--- src/rtl/conv_psum_acc4.sv ---
// conv_psum_acc4
//   Accumulates four lanes of signed channel-group partial sums for one 2x2
//   output window. Each window starts from a bias, takes num_grp beats and
//   reports the saturated lane sums plus a sticky saturation flag for one
//   cycle.
//
// Ports
//   clk, rstn            clock, asynchronous active-low reset
//   i_start              begin a window (also aborts a running one)
//   i_bias [PSUM_W]      signed bias loaded into all four lanes
//   i_num_grp [CNT_W]    beats per window, 0 is treated as 1
//   i_vld                partial-sum beat valid
//   i_psum0..3 [PSUM_W]  signed lane partial sums (pixels 0..3)
//   o_vld                one-cycle pulse, window result valid
//   o_sum0..3 [ACC_W]    signed accumulated window sums
//   o_sat                at least one lane clamped in the reported window
//   o_busy               window in progress

// One lane: accumulator register plus saturating adder.
module conv_psum_lane #(
    parameter int PSUM_W = 16,
    parameter int ACC_W  = 22
) (
    input  logic              clk,
    input  logic              rstn,
    input  logic              load,
    input  logic              beat,
    input  logic [PSUM_W-1:0] bias,
    input  logic [PSUM_W-1:0] psum,
    output logic [ACC_W-1:0]  sum_nxt,
    output logic              clamp
);
    localparam logic [ACC_W-1:0] MAXV = {1'b0, {(ACC_W-1){1'b1}}};
    localparam logic [ACC_W-1:0] MINV = {1'b1, {(ACC_W-1){1'b0}}};

    logic [ACC_W-1:0] acc_q;
    logic [ACC_W:0]   wide;

    always_comb begin
        wide    = {acc_q[ACC_W-1], acc_q} + {{(ACC_W+1-PSUM_W){psum[PSUM_W-1]}}, psum};
        // the two top bits disagree only when the ACC_W-bit result overflowed
        clamp   = wide[ACC_W] ^ wide[ACC_W-1];
        sum_nxt = clamp ? (wide[ACC_W] ? MINV : MAXV) : wide[ACC_W-1:0];
    end

    always_ff @(posedge clk or negedge rstn) begin
        if (!rstn)
            acc_q <= '0;
        else if (load)
            acc_q <= {{(ACC_W-PSUM_W){bias[PSUM_W-1]}}, bias};
        else if (beat)
            acc_q <= sum_nxt;
    end
endmodule

module conv_psum_acc4 #(
    parameter int PSUM_W = 16,
    parameter int ACC_W  = 22,
    parameter int CNT_W  = 8
) (
    input  logic                     clk,
    input  logic                     rstn,
    input  logic                     i_start,
    input  logic signed [PSUM_W-1:0] i_bias,
    input  logic        [CNT_W-1:0]  i_num_grp,
    input  logic                     i_vld,
    input  logic signed [PSUM_W-1:0] i_psum0,
    input  logic signed [PSUM_W-1:0] i_psum1,
    input  logic signed [PSUM_W-1:0] i_psum2,
    input  logic signed [PSUM_W-1:0] i_psum3,
    output logic                     o_vld,
    output logic signed [ACC_W-1:0]  o_sum0,
    output logic signed [ACC_W-1:0]  o_sum1,
    output logic signed [ACC_W-1:0]  o_sum2,
    output logic signed [ACC_W-1:0]  o_sum3,
    output logic                     o_sat,
    output logic                     o_busy
);
    localparam int NUM_LANES = 4;

    typedef enum logic [1:0] {IDLE, ACC, OUT} state_t;

    state_t state_q, state_d;

    logic [CNT_W-1:0] cnt_q, ngrp_q;
    logic             sat_q;
    logic             beat, last;

    logic [NUM_LANES-1:0][PSUM_W-1:0] psum_v;
    logic [NUM_LANES-1:0][ACC_W-1:0]  sum_nxt, sum_q;
    logic [NUM_LANES-1:0]             clamp;

    assign psum_v = {i_psum3, i_psum2, i_psum1, i_psum0};

    // i_start wins over i_vld in every state, so a beat only counts in ACC
    // without a concurrent start.
    assign beat = (state_q == ACC) && i_vld && !i_start;
    assign last = beat && (cnt_q == ngrp_q - CNT_W'(1));

    genvar gi;
    generate
        for (gi = 0; gi < NUM_LANES; gi++) begin : g_lane
            conv_psum_lane #(.PSUM_W(PSUM_W), .ACC_W(ACC_W)) u_lane (
                .clk     (clk),
                .rstn    (rstn),
                .load    (i_start),
                .beat    (beat),
                .bias    (i_bias),
                .psum    (psum_v[gi]),
                .sum_nxt (sum_nxt[gi]),
                .clamp   (clamp[gi])
            );
        end
    endgenerate

    always_comb begin
        state_d = state_q;
        case (state_q)
            IDLE: if (i_start) state_d = ACC;
            ACC: begin
                if (i_start)   state_d = ACC;
                else if (last) state_d = OUT;
            end
            OUT:     state_d = i_start ? ACC : IDLE;
            default: state_d = IDLE;
        endcase
    end

    always_ff @(posedge clk or negedge rstn) begin
        if (!rstn) begin
            state_q <= IDLE;
            cnt_q   <= '0;
            ngrp_q  <= '0;
            sat_q   <= 1'b0;
            sum_q   <= '0;
            o_sat   <= 1'b0;
        end else begin
            state_q <= state_d;
            if (i_start) begin
                cnt_q  <= '0;
                ngrp_q <= (i_num_grp == '0) ? CNT_W'(1) : i_num_grp;
                sat_q  <= 1'b0;
            end else if (beat) begin
                cnt_q <= cnt_q + CNT_W'(1);
                sat_q <= sat_q | (|clamp);
            end
            // results are captured straight from the adders so the final
            // beat's value and clamp land in the same OUT cycle
            if (last) begin
                sum_q <= sum_nxt;
                o_sat <= sat_q | (|clamp);
            end
        end
    end

    assign o_vld  = (state_q == OUT);
    assign o_busy = (state_q == ACC);
    assign o_sum0 = sum_q[0];
    assign o_sum1 = sum_q[1];
    assign o_sum2 = sum_q[2];
    assign o_sum3 = sum_q[3];
endmodule

--- config.mk ---
export PLATFORM = sky130hd
export DESIGN_NAME = conv_psum_acc4
export DESIGN_NICKNAME = d
export VERILOG_FILES = /design/src/rtl/conv_psum_acc4.sv
export SDC_FILE = /design/constraint.sdc
export NUM_CORES = 1
export LEC_CHECK = 0
export BUFFER_PORTS_ARGS = -buffer_cell sky130_fd_sc_hd__clkbuf_2
export CAP_MARGIN = 20
export CORE_ASPECT_RATIO = 0.7
export CORE_MARGIN = 4
export CORE_UTILIZATION = 30
export CTS_BUF_LIST = sky130_fd_sc_hd__clkbuf_16
export DETAILED_ROUTE_END_ITERATION = 10
export GPL_TIMING_DRIVEN = 0
export PLACE_DENSITY = 0.55
export SLEW_MARGIN = 5
export SYNTH_ARGS = -nofsm -noshare
export SYNTH_HDL_FRONTEND = slang
export SYNTH_HIERARCHICAL = 1
export SYNTH_SLANG_ARGS = --single-unit
--- constraint.sdc ---
create_clock -name clk -period 4.2 [get_ports clk]
set_input_delay 0.21 -clock clk [delete_from_list [all_inputs] [get_ports clk]]
set_output_delay 0.21 -clock clk [all_outputs]
set_load 0.02 [all_outputs]
=== After elaboration in Yosys (flattened, before gate mapping) ===
Index checks and enable logic that the tools add are counted.

* Register bits after elaboration: 196
* Latch bits: 0
* Memory bits (writable): 0
* Bits in read-only memories: 0
* Output and inout bits: 91
* Memories kept: 0

* Add/sub/neg operators: 6
* $mul: 0
* Divide/modulo/power cells: 0
* Order comparisons: 0
* Eq/ne operators: 5
* Shifts and indexed selects: 0
* Multiplexer cells: 26
* Bitwise operators: 5
* Reductions and logical operators: 9

{| class="wikitable"
|+ Operator list
! cell !! count
|-
| $mux W22 || 16
|-
| $add A22 B16 Y23 || 4
|-
| $mux W8 || 3
|-
| $add A8 B1 Y8 const B || 1
|-
| $eq A8 B8 Y1 || 1
|-
| $logic_not A8 Y1 || 1
|-
| $sub A8 B1 Y8 const B || 1
|-
| $mux W2 || 3
|-
| $pmux W2 S3 || 1
|-
| $reduce_or A4 Y1 || 1
|-
| $xor A1 B1 Y1 || 4
|-
| $logic_and A1 B1 Y1 || 3
|-
| $mux W1 || 3
|-
| $ne A3 B2 Y1 const B || 1
|-
| $eq A2 B1 Y1 const B || 1
|-
| $eq A2 B2 Y1 const B || 1
|-
| $logic_not A2 Y1 || 1
|-
| $ne A2 B2 Y1 const B || 1
|-
| $reduce_and A2 Y1 || 1
|-
| $reduce_bool A2 Y1 || 1
|-
| $logic_not A1 Y1 || 1
|-
| $or A1 B1 Y1 || 1
|}

=== Logic depth before layout (Yosys ltp) ===
Gate-level depths: netlist of run 1.

* Word-level depth: 7
* Gate-level depth with buffers: 15
* Depth with buffers taken out: 14

=== By module ===
Netlist of run 1, hierarchy kept.

{| class="wikitable"
|+ Modules (own cells, without submodules)
! module !! times used !! cells an instance !! area each (sq um) !! sequential area each (sq um)
|-
| conv_psum_lane (g_lane[2].u_lane ...) || 2 || 289 || 2,329.7 || 550.5
|-
| conv_psum_lane (g_lane[0].u_lane ...) || 2 || 246 || 2,284.7 || 550.5
|-
| conv_psum_acc4 || 1 || 295 || 4,388.0 || 2,702.6
|}

=== Worst setup path after synthesis of run 1 ===
OpenSTA, ideal clock, no wires.

* Path type: register to register
* Start point: register g_lane[0].u_lane.acc_q[0]
* End point: register sum_q, in the netlist o_sum0[5]
* Data arrival time: 3.043 ns
* Slack: 1.029 ns
* Stages on the path, launching flop included: 12
* Buffers on the path: 1
* Clock period less this slack: 3.171 ns
* Cell sequence: dfrtp_1 ha_1 fa_1 a21o_1 a221oi_2 o221ai_2 o211a_1 a221oi_4 o31ai_4 buf_6 a21o_1 mux2_1

{| class="wikitable"
|+ RTL lines
! element !! line !! RTL
|-
| start: declaration || 36 || <nowiki>logic [ACC_W-1:0] acc_q;</nowiki>
|-
| start signal: assignment || 50 || <nowiki>acc_q <= {{(ACC_W-PSUM_W){bias[PSUM_W-1]}}, bias};</nowiki>
|-
| start signal: assignment || 52 || <nowiki>acc_q <= sum_nxt;</nowiki>
|-
| end signal: assignment || 150 || <nowiki>sum_q <= sum_nxt;</nowiki>
|-
| end: declaration || 90 || <nowiki>logic [NUM_LANES-1:0][ACC_W-1:0] sum_nxt, sum_q;</nowiki>
|}

==> summary.md, run 1 <==
| Metric | Value |
|---|---|
| Post-synth EDFFs | 0 |
| Synthesis-stage register bit count | approximately 200 |
| Non-Filler Instances | approximately 2200 |
| Worst path arrival time | 4.03 ns |
| Vias | about 12000 |
| Drt via density | 5.35 |
| Yosys warnings | 6 |
| Nets | 1764 |
| Post-place setup slack | 0.572 ns |
| Area of the multi-input gates | 8280 um^2 |
| Post-Syn Instances | 1365 |
| Setup repair after global routing missed its margin | no |
| Fin. max-slew vios | 0 |
| Synth-to-layout area growth | 17.9% |
| Unique masters post-synth | 81 |
| Die area | 48900 um^2 |
| Syn avg cell area | 9.98 um^2 |
| Clk_lat worst skew | 0.46 ns |
| Port bufs | 182 |
| Dominant synthesized flop cell | dfrtp_1 |
| Share of async-settable or async-resettable flops after synthesis | between 90% and 100% |
| Most frequent cells after synthesis | 196 x dfrtp_1, 114 x a21o_1, 104 x nand2_1 |
| Placed instance area | 15400 um^2 |
| Clock root cell | clkbuf_16 |
| DR iter-0 viols | 938 |
| Die Ht | between 150 and 200 um |
| WHS | 0.154 ns |
| Final setup vio count | 0 |
| Pre-antenna DRT Iters | 5 |
| Hold Violations, Final | 0 |
| Final min period | 3.69 ns |
| Number of gates resized after cts | 0 |
| Post CTS Setup Buffer Count | 0 |
| Power per cell area | 459 nW/um^2 |
| Row count | 65 |
| Worst flop-to-flop path endpoint | o_sum1[3]$_DFFE_PN0P_ |
| Period utilisation layout | 87.8% |
| F_max | 0.271 GHz |
| R2r startpoint | g_lane[1].u_lane/acc_q[0]$_DFFE_PN0P_ |
| Pleak | about 8.0 nW |
| Grt total ovfl | 0 |
| Critical Path Fanout Max | 10 |
| Max IR drop VDD | 0.000281 V |
| # clock sinks | ~200 |
| Hold Path End | cnt_q[1]$_DFFE_PN0P_ |
| CP startpoint kind | flop |
| DRC errors left | 0 |
| Worst Setup End Kind | flop |
| Seq/Total Area, Yosys | between 30% and 40% |
| Setup WS post-layout | 0.514 ns |
| Post-CTS Hold Fix Bufs | 9 |
| Final WL | about 47 mm |
| Clock buffer depth | 2 |
| Crit path required time | roughly 4.5 ns |
| Pwr Total | 7.36 mW |
| Slew Limit Headroom | 30.1% |
| Die Span X | 263 um |
| Vias in the first global route | between 10000 and 15000 |
| Number of max-cap violations | 0 |
| Mapped cell area | 13600 um^2 |
| TritonCTS clock tree | done |
| Worst Hold Depth | 4 |
| Placed wire-length estimate | about 36 mm |
| CTS buffer count | 17 |
| Routed len/inst | about 21 um |
| Clock Skews | 0.0148 ns |
| Layout cells sized above 1 | 19.4% |
| Design area | 16100 um^2 |
| Starting Density | 30.3% |
| Reg2reg setup slack | 0.51 ns |
| Post-synth top area cell | dfrtp_1 |
| Hold_sp | i_vld |
| Core Region | ~45000 um^2 |
| Cells after DPL | 2153 |
| Worst Max-Slew Pin Slew | 1.04 ns |
| Hold WC Path Type | input pin to flop |
| Largest net degree at the start of global routing | ~100 |
| Kind of critical path | flop to flop |
| First-pass GRT wire length | 71.5 mm |
| H-tree levels | 4 |
| Synth Net Count | 1551 |
| Most common cell in the netlist | dfrtp_1 |
| Clk slew on worst S/H paths | 0.08 ns |
| Sequential Area | between 4000 and 5000 um^2 |
| Synth top area cells | dfrtp_1 36%, ha_1 8.3%, mux2_1 7.4%, a21o_1 6.3%, a21oi_1 3.6% |
| Routed Antenna Nets | 0 |
| Antenna violations before repair | 3 |
| R2r worst-path depth | 11 |
| Routability cong. | slightly below 0.9 |
| Top-area cell type share of the netlist area | 36.0% |
| GRT Util Overall | 19.0% |
| Top-Level Pins | 183 |
| Status | complete, no violations |
| Filler Cell Count | 4643 |
[area by class of cell]
cell class              instances  share of cell area (%)
diodes                          3                  0.0468
plain buffers                  48                    1.79
clock buffers                  17                    2.65
clock inverters                14                    1.04
inverters                      39                   0.943
multi-input cells            1082                    51.5
flip-flops and latches        196                    30.6
well taps                     603                    4.70
repair buffers                194                    6.73
[critical path, stage by stage, from the launching register on]
cell,delay [ns]
dfrtp_1,0.39
ha_1,0.21
fa_1,0.41
a21o_1,0.24
a221oi_2,0.39
o221ai_2,0.25
o211a_1,0.37
a221oi_4,0.40
o31ai_4,0.20
buf_6,0.19
a21o_1,0.22
mux2_1,0.30
[worst max path at each step]
stage / slack [ns] / from / cells after the start / to
floorplan: 1.03 / g_lane[0].u_lane/acc_q[0]$_DFFE_PN0P_ / 11 / o_sum0[5]$_DFFE_PN0P_
detailed placement: 0.57 / g_lane[1].u_lane/acc_q[0]$_DFFE_PN0P_ / 11 / o_sum1[4]$_DFFE_PN0P_
finish: 0.51 / g_lane[1].u_lane/acc_q[0]$_DFFE_PN0P_ / 11 / o_sum1[3]$_DFFE_PN0P_
CTS: 0.54 / g_lane[1].u_lane/acc_q[0]$_DFFE_PN0P_ / 11 / o_sum1[4]$_DFFE_PN0P_
global route: 0.36 / g_lane[0].u_lane/acc_q[0]$_DFFE_PN0P_ / 11 / o_sum0[7]$_DFFE_PN0P_
global placement: -1.25 / rstn / 1 / g_lane[2].u_lane/acc_q[19]$_DFFE_PN0P_
[stage by stage]
stage / TNS (ns) / util (%)
after floorplan: 0 / -
after global placement: -253.59 / 34.0
after detailed placement: 0 / 34.2
after CTS: 0 / 35.7
after global routing: 0 / 35.7
final: 0 / 35.7
[layout by cell type (no fill, tap or decap), types with 10 or more instances in the layout]
| cell | n |
|---|---|
| dfrtp_1 | 196 |
| clkbuf_1 | 27 |
| o21ai_0 | 58 |
| a31oi_1 | 30 |
| xnor2_1 | 52 |
| a22o_1 | 30 |
| nand3_1 | 16 |
| nor2b_1 | 13 |
| nor2_1 | 63 |
| clkbuf_16 | 17 |
| mux2_1 | 89 |
| xor2_1 | 39 |
| o21ai_1 | 10 |
| a21o_1 | 114 |
| ha_1 | 90 |
| o22ai_1 | 24 |
| inv_1 | 37 |
| and3_1 | 15 |
| nand2_1 | 104 |
| o21a_1 | 10 |
| buf_6 | 13 |
| and2_1 | 16 |
| a21oi_1 | 98 |
| a221o_1 | 20 |
| nand4_1 | 18 |
| clkbuf_2 | 185 |
[cells by family after synthesis]
family / after synthesis / share of synthesized area (%)
compound gates: 486 / 25.9
simple gates: 301 / 11.1
flops: 196 / 36.0
fa+ha+maj: 106 / 9.81
mux: 98 / 8.07
xor+xnor: 91 / 5.85
buf+inv: 87 / 3.23
[per-layer routing]
layer | vias to the layer above | part of all wire, % | GRT usage, %
li1 | 5552 | - | -
met1 | 5795 | 48 | 27.3
met2 | 355 | 43 | 29.0
met3 | 45 | 6.6 | 4.38
met4 | 0 | 1.9 | 4.65
met5 | - | 0 | 0
[flip-flops by register name, summed over array words and instances, names as in the netlist]
register and flops:
o_sum2 22, g_lane.u_lane/acc_q 88, o_sum1 22, o_sum3 22, state_q 2, ngrp_q 8
o_sat 1, cnt_q 8, sat_q 1, o_sum0 22
[report_power, final]
| part | total (mW) | internal (mW) | switching, mW | leakage (nW) |
|---|---|---|---|---|
| Sequential | 2.28 | 2.12 | 0.160 | 2.51 |
| Combinational | 3.36 | 1.31 | 2.05 | 5.15 |
| Clock | 1.73 | 0.896 | 0.836 | 0.290 |
Note: power is estimated with default switching activity, not from simulation.
==> inputs of run 2 (changes only) <==
--- a/config.mk
+++ b/config.mk
@@ -9,11 +9,11 @@
 export CAP_MARGIN = 20
 export CORE_ASPECT_RATIO = 0.7
 export CORE_MARGIN = 4
-export CORE_UTILIZATION = 30
+export CORE_UTILIZATION = 28
 export CTS_BUF_LIST = sky130_fd_sc_hd__clkbuf_16
 export DETAILED_ROUTE_END_ITERATION = 10
 export GPL_TIMING_DRIVEN = 0
-export PLACE_DENSITY = 0.55
+export PLACE_DENSITY = 0.53
 export SLEW_MARGIN = 5
 export SYNTH_ARGS = -nofsm -noshare
 export SYNTH_HDL_FRONTEND = slang
==> summary.md, run 2 (synthesized netlist as in run 1, its figures left out) <==
| Metric | Value |
|---|---|
| CP peak stage delay | 0.42 ns (was 0.41 ns) |
| Pleak | 7.97 nW (was 7.96 nW) |
| Die Span X | 272 um (was 263 um) |
| Grt total ovfl | 0 (unchanged) |
| Crit path required time | 4.56 ns (was 4.54 ns) |
| Clk slew on worst S/H paths | 0.08 ns (about the same) |
| Most used cell, CP | a21o_1 (unchanged) |
| CP startpoint kind | flop (unchanged) |
| Final WL | 48.3 mm (was 47.1 mm) |
| Top reg by flops | g_lane.u_lane/acc_q (unchanged) |
| DRC errors left | 0 (unchanged) |
| Most common cell after layout, fill and taps aside | dfrtp_1 (unchanged) |
| Internal | 4.37 mW (was 4.32 mW) |
| TritonCTS clock tree | done (unchanged) |
| CP max stage cell | a221oi_2 (was fa_1) |
| First-pass GRT wire length | 72.2 mm (was 71.5 mm) |
| Clock root cell | clkbuf_16 (unchanged) |
| Vias | 11900 (was 11700) |
| Antenna violations before repair | 1 (was 3) |
| Design area | 16200 um^2 (was 16100 um^2) |
| GRT Util Overall | 18.2% (was 19.0%) |
| Final core utilization | 33.7% (was 35.7%) |
| Status | complete, no violations (unchanged) |
| # clock sinks | 196 (unchanged) |
| Synth-to-layout area growth | 18.6% (was 17.9%) |
| Slew Limit Headroom | 55.8% (was 30.1%) |
| Cells after DPL | 2206 (was 2153) |
| Pre-antenna DRT Iters | 5 (unchanged) |
| Sw power | 3.08 mW (was 3.05 mW) |
| Number of max-cap violations | 0 (unchanged) |
| Clock power frac | 23.9% (was 23.5%) |
| Die Ht | 193 um (was 186 um) |
| Largest net degree at the start of global routing | 84 (was 101) |
| Layout cells sized above 1 | 19.3% (was 19.4%) |
| Sw Ratio | 41.3% (was 41.4%) |
| Power per cell area | 461 nW/um^2 (was 459 nW/um^2) |
| Routability cong. | 0.915 (was 0.883) |
| Port bufs | 182 (unchanged) |
| DR iter-0 viols | 993 (was 938) |
| Number of gates resized after cts | 0 (unchanged) |
| R2r startpoint | g_lane[0].u_lane/acc_q[0]$_DFFE_PN0P_ (was g_lane[1].u_lane/acc_q[0]$_DFFE_PN0P_) |
| Period utilisation layout | 88.9% (was 87.8%) |
| Nets | 1765 (was 1764) |
| Worst path arrival time | 4.09 ns (was 4.03 ns) |
| Logic pwr share | 45.6% (about the same) |
| Hold WC Path Type | input pin to flop (unchanged) |
| Die area | 52300 um^2 (was 48900 um^2) |
| Vias in the first global route | 11500 (was 11600) |
| Worst Setup End Kind | flop (unchanged) |
| Row count | 67 (was 65) |
| Max IR drop VDD | 0.000298 V (was 0.000281 V) |
| Worst flop-to-flop path endpoint | o_sum0[4]$_DFFE_PN0P_ (was o_sum1[3]$_DFFE_PN0P_) |
| R2r worst-path depth | 11 (unchanged) |
| Routed len/inst | 21.5 um (was 21.4 um) |
| Worst Hold Depth | 4 (unchanged) |
| Largest register FFs | 88 (unchanged) |
| Starting Density | 28.4% (was 30.3%) |
| Final min period | 3.74 ns (was 3.69 ns) |
| Crit-path cells | ha_1 > fa_1 > a21o_1 > a221oi_2 > o221ai_2 > o211a_1 > a221oi_4 > o31ai_4 > buf_6 > a21o_1 > mux2_1 (unchanged) |
| Clock buffer depth | 2 (unchanged) |
| Worst Max-Slew Pin Slew | 0.662 ns (was 1.04 ns) |
| H-tree levels | 4 (unchanged) |
| Flop pwr share | 30.5% (was 30.9%) |
| Clock Skews | 0.0145 ns (was 0.0148 ns) |
| Non-Filler Instances | 2248 (was 2196) |
| Top-Level Pins | 183 (unchanged) |
| CTS buffer count | 17 (unchanged) |
| Placed instance area | 15500 um^2 (was 15400 um^2) |
| Final setup vio count | 0 (unchanged) |
| Hold Violations, Final | 0 (unchanged) |
| Kind of critical path | flop to flop (unchanged) |
| Clk_lat worst skew | 0.47 ns (was 0.46 ns) |
| Placed wire-length estimate | 37.0 mm (was 36.1 mm) |
| Critical Path Fanout Max | 10 (unchanged) |
| Hold Path End | cnt_q[1]$_DFFE_PN0P_ (unchanged) |
| Core Region | 48000 um^2 (was 45000 um^2) |
| F_max | 0.268 GHz (was 0.271 GHz) |
| Most frequent cells in the layout | 196 x dfrtp_1, 185 x clkbuf_2, 114 x a21o_1, 104 x nand2_1, 98 x a21oi_1 (unchanged) |
| Setup repair after global routing missed its margin | no (unchanged) |
| Drt via density | 5.30 (was 5.35) |
| Hold_sp | i_vld (unchanged) |
| Reg2reg setup slack | 0.46 ns (was 0.51 ns) |
| Pwr Total | 7.45 mW (was 7.36 mW) |
| Routed Antenna Nets | 0 (unchanged) |
| Fin. max-slew vios | 0 (unchanged) |
[run 2: worst max-delay path by stage]
stage / start / to / cells past startpoint
global placement: rstn / o_sum0[16]$_DFFE_PN0P_ / 1
floorplan: g_lane[0].u_lane/acc_q[0]$_DFFE_PN0P_ / o_sum0[5]$_DFFE_PN0P_ / 11
global route: g_lane[0].u_lane/acc_q[0]$_DFFE_PN0P_ / o_sum0[4]$_DFFE_PN0P_ / 11
detailed placement: g_lane[0].u_lane/acc_q[0]$_DFFE_PN0P_ / o_sum0[4]$_DFFE_PN0P_ / 11
CTS: g_lane[0].u_lane/acc_q[0]$_DFFE_PN0P_ / o_sum0[4]$_DFFE_PN0P_ / 11
finish: g_lane[0].u_lane/acc_q[0]$_DFFE_PN0P_ / o_sum0[4]$_DFFE_PN0P_ / 11
[run 2: layer usage]
layer	GRT usage, %	up-vias	wire, um
li1	-	5558	-
met1	27.8	5914	24400
met2	26.3	402	19700
met3	3.58	45	3230
met4	4.16	0	909
met5	0	-	0
[run 2: through the flow]
stage / hold WS, ns / setup slack [ns] / TNS, ns
finish: 0.165 / 0.465 / 0
global route: 0.175 / 0.318 / 0
CTS: 0.128 / 0.503 / 0
detailed placement: 0.170 / 0.521 / 0
global placement: 0.456 / -1.38 / -303.33
floorplan: -0.0856 / 1.03 / 0
[run 2: critical path, delay by kind of cell, from the launching register on]
| family | cells | cell delay, ns |
|---|---|---|
| DFF | 1 | 0.39 |
| AOI/OAI and AO/OA | 7 | 2.09 |
| buffers and inverters | 1 | 0.20 |
| muxes | 1 | 0.31 |
| adders and majority gates | 2 | 0.64 |
[run 2: layout make-up]
class,count,area [um^2]
sequential,196,4900
clock buffer,17,425
timing repair buffer,195,1100
fill,4991,31800
clock inverter,15,180
buffer,48,288
antenna,1,2.50
inverter,39,151
multi-input combinational,1082,8280
tap,655,820
[run 2: what timing repair did]
item                                    in CTS  in global routing
hold buffers                                 9                  0
endpoints found under the setup margin       0                  0
setup buffers                                0                  0
hold endpoints to repair                    47                  0
[run 2: power groups by stage]
stage	Sequential, mW	Combinational, mW	Clock, mW
3_5_place_dp	2.31	3.34	0
5_1_grt	2.30	3.71	1.91
4_1_cts	2.27	3.37	1.84
6_report	2.27	3.40	1.78
2_1_floorplan	2.37	2.26	0
3_3_place_gp	2.30	3.30	0
